## config.mk

```make
export PLATFORM = sky130hd
export DESIGN_NAME = counter_modn
export DESIGN_NICKNAME = d
export VERILOG_FILES = /design/src/rtl/counter_pkg.sv /design/src/rtl/prescaler_tick.sv /design/src/rtl/counter_modn.sv
export SDC_FILE = /design/constraint.sdc
export NUM_CORES = 1
export LEC_CHECK = 0
export ABC_AREA = 1
export CORE_AREA = 3 3 40 42
export DETAILED_ROUTE_END_ITERATION = 12
export DIE_AREA = 0 0 43 45
export PLACE_DENSITY = 0.61
export SETUP_SLACK_MARGIN = 0.2
export SYNTH_ARGS = -nofsm -noshare
export SYNTH_HDL_FRONTEND = slang
export SYNTH_HIERARCHICAL = 1
export SYNTH_SLANG_ARGS = --single-unit
```

## constraint.sdc

```tcl
create_clock -name clk_in -period 1.37 [get_ports clk_in]
set_input_delay 0.274 -clock clk_in [delete_from_list [all_inputs] [get_ports clk_in]]
set_output_delay 0.274 -clock clk_in [all_outputs]
set_load 0.02 [all_outputs]
```

## src/rtl/counter_pkg.sv

```systemverilog
// counter_pkg: FSM state type and load clamp shared by counter_modn.
package counter_pkg;
   typedef enum logic [1:0] {IDLE, RUN, HOLD} cnt_state_t;
   function automatic int unsigned clamp(input int unsigned v, input int unsigned hi);
      return (v > hi) ? hi : v;
   endfunction
endpackage

```

## src/rtl/prescaler_tick.sv

```systemverilog
// prescaler_tick: one-cycle tick every PRESCALE clk_in cycles; clr restarts the period.
module prescaler_tick #(
   parameter int unsigned PRESCALE = 1
) (
   input  logic clk_in,
   input  logic reset,
   input  logic clr,
   output logic tick
);
   logic [15:0] cnt;
   assign tick = cnt == 16'(PRESCALE - 1);
   always_ff @(posedge clk_in or negedge reset)
      if (!reset) cnt <= '0;
      else if (clr || tick) cnt <= '0;
      else cnt <= cnt + 16'd1;
endmodule

```

## src/rtl/counter_modn.sv

```systemverilog
// counter_modn: up/down modulo-MODULO counter with IDLE/RUN/HOLD one-shot control.
// Define COUNTER_PRESCALER_EN to step only once every PRESCALE clk_in cycles.
module counter_modn
   import counter_pkg::*;
#(
   parameter int unsigned WIDTH    = 3,
   parameter int unsigned MODULO   = 8,
   parameter int unsigned PRESCALE = 1
) (
   input  logic             clk_in,
   input  logic             reset,
   input  logic             en,
   input  logic             up,
   input  logic             load,
   input  logic [WIDTH-1:0] load_val,
   input  logic             oneshot,
   input  logic             start,
   output logic [WIDTH-1:0] count,
   output logic             carry,
   output logic             busy
);
   localparam logic [WIDTH-1:0] TOP = WIDTH'(MODULO - 1);
   cnt_state_t state, state_n;
   logic tick, step, wrap;
   logic [WIDTH-1:0] count_n;

   if (MODULO < 2 || MODULO > 2**WIDTH || PRESCALE < 1 || PRESCALE > 65535) begin : g_bad_params
      $error("counter_modn: illegal WIDTH/MODULO/PRESCALE combination");
   end

`ifdef COUNTER_PRESCALER_EN
   // held clear outside RUN so each entry to RUN starts a fresh period
   prescaler_tick #(.PRESCALE(PRESCALE)) u_prescaler (
      .clk_in (clk_in),
      .reset  (reset),
      .clr    (load || state != RUN),
      .tick   (tick)
   );
`else
   assign tick = 1'b1;
`endif

   always_comb begin
      step    = state == RUN && en && tick && !load;
      wrap    = step && (up ? count == TOP : count == '0);
      count_n = load ? WIDTH'(clamp(32'(load_val), MODULO - 1))
              : !step ? count
              : wrap ? (up ? '0 : TOP)
              : up ? count + WIDTH'(1) : count - WIDTH'(1);
      state_n = (state != RUN && start) ? RUN
              : (wrap && oneshot) ? HOLD
              : state;
   end

   always_ff @(posedge clk_in or negedge reset)
      if (!reset) begin
         state <= IDLE;
         count <= '0;
         carry <= 1'b0;
      end else begin
         state <= state_n;
         count <= count_n;
         carry <= wrap;
      end

   assign busy = state == RUN;
endmodule

```

Yosys cells after proc, flatten, opt, wreduce, memory -nomap -nowiden
Index checks and enable logic that the tools add are counted.

Register bits: 6. Bits in latches: 0. Memory bits (writable): 0. ROM bits: 0. Bits of input ports: 10. Word-level logic and storage cells: 25. Memories kept: 0.

$add $sub $neg: 2. Multipliers: 0. Div/mod/pow operators: 0. Order comparisons: 0. Equal/unequal tests: 3. Shifts and indexed selects: 0. Mux-type cells: 8. Bitwise operators: 0. Reduce and logical (&&, ||, !) cells: 9.

Operators by type and width (number): two-way mux 3 bit (5); logical AND 1 bit (5); two-way mux 2 bit (2); nonzero test 2 bit (2); adder 3 x 1 -> 3 bit, second input constant (1); equality test 3 bit, second input constant (1); logical NOT 3 bit (1); subtractor 3 x 1 -> 3 bit, second input constant (1); equality test 2 x 1 -> 1 bit, second input constant (1); != test 2 x 1 -> 1 bit, second input constant (1); logical NOT 1 bit (1); two-way mux 1 bit (1).

Depth between registers and ports, before layout
Gate-level depths: netlist of run 1.

Word-level depth: 7. Depth in mapped cells: 9. Gate-level depth less buffers: 9.

Worst setup path before layout of run 1
OpenSTA, ideal clock, no wires.

Path type: reg-to-reg. From: register count[0]. To: register count[2]. Arrival time: 1.328 ns. Required time: 1.305 ns. Setup slack: -0.023 ns. Stages on the path, launching flop included: 8. Clock period less this slack: 1.393 ns. Cells stage by stage: dfrtp_1 > fa_1 > nand3b_1 > nand2_2 > nand2_1 > nand3_1 > nand2_1 > nand2_1.

Cells in the longest elaborated chain, start to end: 6. Elaborated cells on any way between the ends: 10. Classes of those cells: 2 x add/sub; 1 x eq/ne; 5 x mux; 2 x reduce/logical.

RTL lines: start, declared (line counter_modn.sv:18) `output logic [WIDTH-1:0] count,`; start signal, assigned (line counter_modn.sv:62) `count <= count_n;`; branches (longest 3 deep; another with subtractor 3 x 1 -> 3 bit); two-way mux 3 bit * (line counter_modn.sv:48) `: wrap ? (up ? '0 : TOP)`; two-way mux 3 bit * (line counter_modn.sv:47) `: !step ? count`; two-way mux 3 bit * (line counter_modn.sv:46) `count_n = load ? WIDTH'(clamp(32'(load_val), MODULO - 1))`.

Mark *: on every way between the ends. The select of a mux whose other input is x is not followed. A chain may end at the register's enable or synchronous reset.

Worst setup path after layout of run 1
From: register count[1]. To: register count[2].

Same word-level chain as after synthesis.

==> flow_summary.toml, run 1 <==
[place]
postPlaceCellArea_sq_um = 637
routabilityCongestion = 0.717
place_worst_setup_slack_ns = -0.355
dp_hpwl_um = 743
port_buffer_cells = 14

[power]
leakagePower_uw = 0.000365
ir_drop_v = 0.000781
p_per_area_nw_per_um2 = 1750

[status]
status = "finished, final reports clean"

[drt]
detail_route.iter0.violations = 5
antenna_violating_nets_post_route = 0
routed_wl_um = 978
routed_wire_length_per_instance_um = 9.88
via_count = 422
drcViolationCount = 0
viasPerCell = 4.26
drt_pre_antenna_iters = 4

[yosys]
synth_fp_nets = 65
post_synth_main_area_contributors = "sky130_fd_sc_hd__dfrtp_1 38%, sky130_fd_sc_hd__nand2_1 14%, sky130_fd_sc_hd__nor2_1 6.6%"
synth_seq_area_share_pct = 37.7
synth-simple-area-share_pct = 42.8
synth_seq_cells = 6
yosys.area_share.adder_pct = 5.03
largest_area_contributor_in_the_synthesized_netlist = "sky130_fd_sc_hd__dfrtp_1"
synth-warning-count = 6
syn_inst = 54
synth_compound_area_share_pct = 6.92
syn_area_sq_um = 398
synth_top_family_by_area = "simple AND/OR/NAND/NOR gates"
post-synth-top-area-fraction_pct = 37.7
post_synth_mux_area_share_pct = 0
synth_cell_types = 16
synth.avg_cell_area_sq_um = 7.37
synth-xor-area-share_pct = 0

[clock_network]
number_of_buffers_created_by_cts = 3
tritoncts_sink_count = 6
tritoncts = "built"
htree_num_levels = 1
clockBufferDepth = 2
root_buffer = "sky130_fd_sc_hd__clkbuf_4"
clk_transition_reported_paths_ns = 0.05
worst_skew_pair.late_latency_ns = 0.24

[timing]
finalSetupViolations = 0
tns_ns = 0
worstMarginPinSlew_ns = 0.252
report.final.slew_viol_count = 0
timing.slew.headroom_pct = 83.1
number_of_hold_slack_violations_in_the_final_timing_report = 0
setup_repair_after_global_routing_missed_its_margin = "true"
min_period_over_period_pct = 95.3
worst_clock_skew_ns = 0.00658
setup_slack_ns = 0.0650
fin_crit_ns = 1.31
achievable-frequency_ghz = 0.766

[critical_path]
cp-start-kind = "register"
crit_top_cell = "sky130_fd_sc_hd__nand2_1"
end_kind = "register"
slowest_stage = "sky130_fd_sc_hd__dfrtp_2"
crit_chain = "fa_2 > nand3b_1 > nand2_2 > nand2_1 > nand3_1 > nand2_1 > nand2_1"
arrival_time_at_the_worst_endpoint_ns = 1.49
worst_path_dominant_cell_family = "flip-flops"
max_stage_delay_ns = 0.45
critPathRequiredTime_ns = 1.55
crit_buf_inv = 0
crit_fanout = 5
timing.setup.critical_path_class = "reg -> reg"

[finish]
antenna_cells = 0
fin_area_sq_um = 689
synthToLayoutAreaGrowth_pct = 73.3
fillers = 135
layout_cell_share_with_drive_strength_beyond_1_pct = 42.9
layout.nets = 96

[global_route]
wire_length_of_the_first_global_routing_pass_um = 1580
globalRoute.totalOverflow = 0
first_global_vias = 373
gr-usage-all-layers_pct = 11.3
grt_max_degree = 7
initial_antenna_violation_count = 0

[floorplan]
initial_utilization_pct = 31.0
placement_rows = 13
die_width_um = 43
design.die.area_sq_um = 1940
ios = 15
die_height_um = 45
core_region_area_sq_um = 1280

[flow_run]
drv_cap = 0

[min_path]
min_path_type = "in -> async"
worst register-to-register path, cell delays in order, from the launching register on:
cell	delay, ns
sky130_fd_sc_hd__dfrtp_2	0.45
sky130_fd_sc_hd__fa_2	0.34
sky130_fd_sc_hd__nand3b_1	0.18
sky130_fd_sc_hd__nand2_2	0.07
sky130_fd_sc_hd__nand2_1	0.04
sky130_fd_sc_hd__nand3_1	0.06
sky130_fd_sc_hd__nand2_1	0.05
sky130_fd_sc_hd__nand2_1	0.05
registers in the layout (all words and copies together) (netlist names):
signal / cells
state: 2
count: 3
carry: 1
cells in the mapped netlist:
master                     instances
sky130_fd_sc_hd__o21a_1            1
sky130_fd_sc_hd__nand2_2           4
sky130_fd_sc_hd__nand2_1          15
sky130_fd_sc_hd__nand3_1           4
sky130_fd_sc_hd__nor2_2            1
sky130_fd_sc_hd__inv_2             3
sky130_fd_sc_hd__nor2_4            1
sky130_fd_sc_hd__dfrtp_1           6
sky130_fd_sc_hd__o21ai_0           2
sky130_fd_sc_hd__a21oi_1           1
sky130_fd_sc_hd__o21ai_1           1
sky130_fd_sc_hd__nand3b_1          1
sky130_fd_sc_hd__fa_1              1
sky130_fd_sc_hd__inv_1             5
sky130_fd_sc_hd__nor2_1            7
sky130_fd_sc_hd__nand3_4           1
routing by layer:
metal / part of all wire, % / track usage [%] / wire, um
met5: 0 / 0 / 0
met4: 0 / 7.23 / 0
met3: 3.9 / 2.39 / 38
met2: 48 / 15.9 / 472
met1: 48 / 15.8 / 467
cell usage in the layout, fill, tap and decap left out, drive strengths merged:
cell,count
clkdlybuf4s50,8
o21ai,3
o21a,1
clkbuf,5
nand3b,1
nand2,19
dlygate4sd2,1
inv,8
nor2,9
fa,1
dfrtp,6
buf,16
nand3,5
a21oi,1
final cells by class:
cell class / count / area (sq um) / share of cell area [%]
clock buffers: 4 / 26.3 / 3.81
inverters: 8 / 32.5 / 4.72
multi-input cells: 40 / 243 / 35.2
flip-flops and latches: 6 / 153 / 22.1
well taps: 15 / 18.8 / 2.72
repair buffers: 26 / 216 / 31.4
cell families after synthesis:
group           Yosys count
buf+inv                   8
flops                     6
compound gates            5
fa+ha+maj                 1
simple gates             34
per-stage QoR:
stage | hold slack [ns] | instances | total power (uW) | util [%]
2_1_floorplan | -0.0216 | 54 | 675 | -
3_3_place_gp | 0.522 | 93 | 987 | 49.6
3_5_place_dp | 0.525 | 93 | 996 | 49.6
4_1_cts | 0.259 | 97 | 1160 | 51.9
5_1_grt | 0.269 | 99 | 1320 | 53.7
6_report | 0.263 | 99 | 1210 | 53.7
power breakdown:
group / internal (uW) / leakage, uW / switching (uW)
logic: 347 / 0.000279 / 378
registers: 247 / 0.0000704 / 62.3
clock network: 110 / 0.0000150 / 62.3
final timing paths:
check,from,endpoint,slack [ns],cells past startpoint
hold / removal,reset,count[2],0.26,1
max in group asynchronous,reset,count[1],0.89,1
setup reg to reg,count[1],count[2],0.06,7
hold reg to reg,count[1],count[1],0.57,2
setup / recovery,count[1],count[2],0.06,7
min in group clk_in,count[1],count[1],0.57,2
repair_timing:
action,in CTS,in global routing
setup endpoints to repair,10,9
hold buffers,0,0
setup buffers,0,2
pin swaps,5,3
resized for setup,15,16
No activity file was read; power rests on OpenSTA's default activity.
==> inputs of run 2 (changes only) <==
Settings changed: GPL_TIMING_DRIVEN set to 0, SKIP_CTS_REPAIR_TIMING set to 1.
==> flow_summary.toml, run 2 (synthesis results as in run 1) <==
[clock_network]
htree_num_levels = 1
tritoncts = "built"
tritoncts_sink_count = 6
clockBufferDepth = 2
number_of_buffers_created_by_cts = 3
clk_transition_reported_paths_ns = 0.04
worst_skew_pair.late_latency_ns = 0.24
root_buffer = "sky130_fd_sc_hd__clkbuf_4"

[floorplan]
ios = 15
design.die.area_sq_um = 1940
die_width_um = 43
die_height_um = 45
placement_rows = 13
core_region_area_sq_um = 1280
initial_utilization_pct = 31.0

[power]
p_per_area_nw_per_um2 = 1710
leakagePower_uw = 0.000351
ir_drop_v = 0.00103

[critical_path]
crit_fanout = 5
timing.setup.critical_path_class = "reg -> reg"
arrival_time_at_the_worst_endpoint_ns = 1.48
slowest_stage = "sky130_fd_sc_hd__dfrtp_2"
critPathRequiredTime_ns = 1.54
r2r_cells = 7
crit_chain = "fa_2 > nand3b_1 > nand2_2 > nand2_1 > nand3_1 > nand2_1 > nand2_1"
crit_top_cell = "sky130_fd_sc_hd__nand2_1"
cp-start-kind = "register"
max_stage_delay_ns = 0.44
end_kind = "register"

[timing]
worstMarginPinSlew_ns = 0.252
achievable-frequency_ghz = 0.765
number_of_hold_slack_violations_in_the_final_timing_report = 0
worst_hold_slack_ns = 0.269
setup_repair_after_global_routing_missed_its_margin = "true"
fin_crit_ns = 1.31
min_period_over_period_pct = 95.4
timing.slew.headroom_pct = 83.1
report.final.slew_viol_count = 0
setup_slack_ns = 0.0630
worst_clock_skew_ns = 0.00257
finalSetupViolations = 0

[place]
placed_cells_incl_taps = 83
postPlaceCellArea_sq_um = 562
dp_hpwl_um = 664
place_worst_setup_slack_ns = -0.416
port_buffer_cells = 14
routabilityCongestion = 0.698

[global_route]
wire_length_of_the_first_global_routing_pass_um = 1370
initial_antenna_violation_count = 0
first_global_vias = 324
gr-usage-all-layers_pct = 9.73
globalRoute.totalOverflow = 0
grt_max_degree = 7

[finish]
largest_registers = "count x3, state x2, carry x1"
layout.nets = 88
layout_cell_share_with_drive_strength_beyond_1_pct = 34.7
most-common-layout-cells = "14 x sky130_fd_sc_hd__nand2_1, 7 x sky130_fd_sc_hd__nor2_1, 7 x sky130_fd_sc_hd__clkdlybuf4s50_1"
most_flops_register = "count"
synthToLayoutAreaGrowth_pct = 55.3
fin_area_sq_um = 618
post_layout_cell_count = 90
largest_register_ff_count = 3
sequential_cell_area_sq_um = 153
fillers = 133
layout_commonest_cell = "sky130_fd_sc_hd__nand2_1"
antenna_cells = 0
multiInputGateArea_sq_um = 228
core_utilization_of_the_finished_layout_pct = 48.1

[drt]
routed_wl_um = 871
viasPerCell = 4.40
drt_pre_antenna_iters = 4
detail_route.iter0.violations = 7
antenna_violating_nets_post_route = 0
routed_wire_length_per_instance_um = 9.68
drcViolationCount = 0
via_count = 396

[flow_run]
drv_cap = 0

[min_path]
min_path_type = "in -> async"

[status]
status = "finished, final reports clean"
-- run 2: cell type report --
class / instances / area share, %
Clock buffer: 3 / 3.64
Multi-Input combinational cell: 40 / 36.8
Inverter: 8 / 4.86
Sequential cell: 6 / 24.7
Timing Repair Buffer: 18 / 26.9
Tap cell: 15 / 3.04
-- run 2: path summary, 6_finish.rpt --
path                           from       end  slack (ns)
min in group clk_in              en     carry        0.48
hold reg to reg            state[1]  state[1]        0.55
max in group asynchronous     reset  count[0]        0.88
setup reg to reg           count[0]  count[2]        0.06
setup / recovery           count[0]  count[2]        0.06
hold / removal                reset  state[1]        0.27
-- run 2: metrics by stage --
step | total power (uW) | TNS (ns)
floorplan | 675 | 0
global placement | 887 | -0.974
detailed placement | 894 | -0.998
CTS | 1060 | -1.22
global route | 1160 | -0.00688
finish | 1060 | 0
-- run 2: power by group --
group          internal, uW  switching [uW]
Combinational           252             321
Clock                  98.5            55.2
Sequential              247            84.5
-- run 2: per-layer routing --
| metal | GRT usage [%] | part of all wire [%] | vias up | wire [um] |
|---|---|---|---|---|
| met5 | 0 | 0 | - | 0 |
| met2 | 14.7 | 48 | 9 | 417 |
| met1 | 11.8 | 46 | 178 | 399 |
| li1 | - | - | 209 | - |
| met3 | 5.18 | 6.2 | 0 | 54 |
| met4 | 3.61 | 0 | 0 | 0 |
-- run 2: critical path: cells and delay by family (launching register included) --
kind | cells | cell delay [ns]
flip-flops | 1 | 0.44
AND/OR/NAND/NOR | 6 | 0.44
adder cells (fa/ha/maj) | 1 | 0.36
==> inputs of run 3 (changes only) <==
Settings changed: SYNTH_HIERARCHICAL 1 to not set, TNS_END_PERCENT set to 30.
==> flow_summary.toml, run 3 <==
[timing]
tns_ns = 0
finalSetupViolations = 0
fin_crit_ns = 1.31
report.final.slew_viol_count = 0
worst_hold_slack_ns = 0.270
timing.slew.headroom_pct = 83.1
worstMarginPinSlew_ns = 0.253
number_of_hold_slack_violations_in_the_final_timing_report = 0
min_period_over_period_pct = 95.7
worst_clock_skew_ns = 0.00273
setup_repair_after_global_routing_missed_its_margin = "true"
achievable-frequency_ghz = 0.763

[floorplan]
design.die.area_sq_um = 1940
placement_rows = 13
ios = 15
die_width_um = 43
core_region_area_sq_um = 1280
initial_utilization_pct = 31.0
die_height_um = 45

[global_route]
gr-usage-all-layers_pct = 9.73
wire_length_of_the_first_global_routing_pass_um = 1370
grt_max_degree = 7
initial_antenna_violation_count = 0
globalRoute.totalOverflow = 0
first_global_vias = 324

[finish]
most_flops_register = "count"
layout_cell_share_with_drive_strength_beyond_1_pct = 31.5
fin_area_sq_um = 598
fillers = 137
most-common-layout-cells = "15 x sky130_fd_sc_hd__nand2_1, 8 x sky130_fd_sc_hd__clkdlybuf4s50_1, 7 x sky130_fd_sc_hd__nor2_1"
antenna_cells = 0
largest_registers = "count x3, state x2, carry x1"
layout_commonest_cell = "sky130_fd_sc_hd__nand2_1"
layout.nets = 86
synthToLayoutAreaGrowth_pct = 50.3
largest_register_ff_count = 3

[place]
postPlaceCellArea_sq_um = 562
port_buffer_cells = 14
dp_hpwl_um = 664
routabilityCongestion = 0.698

[yosys]
synth_fp_nets = 65
synth_seq_area_share_pct = 37.7
yosysMostFrequentCell = "sky130_fd_sc_hd__nand2_1"
synth_seq_cells = 6
synth_edf_count = 0
synth-xor-area-share_pct = 0
synth_common_cells = "15 x sky130_fd_sc_hd__nand2_1, 7 x sky130_fd_sc_hd__nor2_1, 6 x sky130_fd_sc_hd__dfrtp_1"
synth_cell_types = 16
synth-simple-area-share_pct = 42.8
yosys.area_share.adder_pct = 5.03
largest_area_contributor_in_the_synthesized_netlist = "sky130_fd_sc_hd__dfrtp_1"
synthArstFlopShare_pct = 100
syn_inst = 54
synth-warning-count = 0
synth_top_family_by_area = "simple AND/OR/NAND/NOR gates"
dominantRegCellSynth = "sky130_fd_sc_hd__dfrtp_1"
post_synth_mux_area_share_pct = 0
synth_compound_area_share_pct = 6.92
post_synth_main_area_contributors = "sky130_fd_sc_hd__dfrtp_1 38%, sky130_fd_sc_hd__nand2_1 14%, sky130_fd_sc_hd__nor2_1 6.6%"
post-synth-top-area-fraction_pct = 37.7
syn_area_sq_um = 398
synth.avg_cell_area_sq_um = 7.37

[clock_network]
tritoncts = "built"
worst_skew_pair.late_latency_ns = 0.24
number_of_buffers_created_by_cts = 3
root_buffer = "sky130_fd_sc_hd__clkbuf_4"
htree_num_levels = 1
tritoncts_sink_count = 6
clk_transition_reported_paths_ns = 0.04
clockBufferDepth = 2

[drt]
drcViolationCount = 0
routed_wire_length_per_instance_um = 9.32
drt_pre_antenna_iters = 4
viasPerCell = 4.31
routed_wl_um = 820
antenna_violating_nets_post_route = 0
detail_route.iter0.violations = 5
via_count = 379

[critical_path]
startpoint = "count[0]"
timing.setup.critical_path_class = "reg -> reg"
arrival_time_at_the_worst_endpoint_ns = 1.48
crit_fanout = 5
end_kind = "register"
timing.rr.start = "count[0]"
critPathRequiredTime_ns = 1.54
cp-start-kind = "register"

[power]
leakagePower_uw = 0.000334
power.sequential.fraction_pct = 31.6
internal_power_uw = 593
ir_drop_v = 0.00100
p_clk_share_pct = 14.7
p_per_area_nw_per_um2 = 1750
p_sw_uw = 452
p_comb_share_pct = 53.6
netSwitchingFraction_pct = 43.2

[status]
status = "finished, final reports clean"

[min_path]
min_path_type = "in -> async"

[flow_run]
drv_cap = 0
## run 3: cell counts after synthesis
Identical to the previous run, type by type.
## run 3: final timing paths
check / endpoint / slack [ns] / depth (start not counted)
setup / recovery: count[2] / 0.06 / 7
hold / removal: state[1] / 0.27 / 1
setup reg to reg: count[2] / 0.06 / 7
hold reg to reg: state[1] / 0.55 / 1
max in group asynchronous: count[0] / 0.88 / 1
min in group clk_in: state[1] / 0.55 / 1
## run 3: metal layers
metal,up-vias,global-route usage (%),part of all wire (%)
met2,9,14.7,45
met4,0,3.61,0
met1,165,11.8,48
li1,205,-,-
met3,0,5.18,6.5
met5,-,0,0
## run 3: area by class of cell
type,instances,area [sq um],share of cell area [%]
Inverter,8,30.0,5.02
Clock buffer,3,22.5,3.77
Timing Repair Buffer,16,149,24.9
Multi-Input combinational cell,40,225,37.7
Sequential cell,6,153,25.5
Tap cell,15,18.8,3.14
## run 3: stage by stage
stage | setup WS (ns) | power, uW | util (%) | instances
finish | 0.0595 | 1040 | 46.5 | 88
global route | -0.0131 | 1150 | 46.5 | 88
CTS | -0.319 | 1060 | 45.5 | 86
detailed placement | -0.416 | 894 | 43.7 | 83
global placement | -0.420 | 887 | 43.7 | 83
floorplan | 0.0637 | 675 | - | 54
## run 3: kinds of logic (layout without fill, tap and decap cells)
| logic type | after synthesis | count (layout) |
|---|---|---|
| AO/OA/AOI/OAI | 5 | 5 |
| adder cells (fa/ha/maj) | 1 | 1 |
| buffers and inverters | 8 | 27 |
| flip-flops | 6 | 6 |
| AND/OR/NAND/NOR | 34 | 34 |
## run 3: power by group through the flow
stage	sequential, uW	combinational, uW	clock, uW
global route	341	627	178
finish	331	560	154
CTS	331	562	162
detailed placement	333	561	0
global placement	334	553	0
floorplan	367	309	0
## run 3: worst max-delay path: stages (launching register included)
cell and delay (ns):
sky130_fd_sc_hd__dfrtp_2 0.44, sky130_fd_sc_hd__fa_2 0.36, sky130_fd_sc_hd__nand3b_1 0.17, sky130_fd_sc_hd__nand2_2 0.07
sky130_fd_sc_hd__nand2_1 0.05, sky130_fd_sc_hd__nand3_1 0.06, sky130_fd_sc_hd__nand2_1 0.05, sky130_fd_sc_hd__nand2_1 0.05
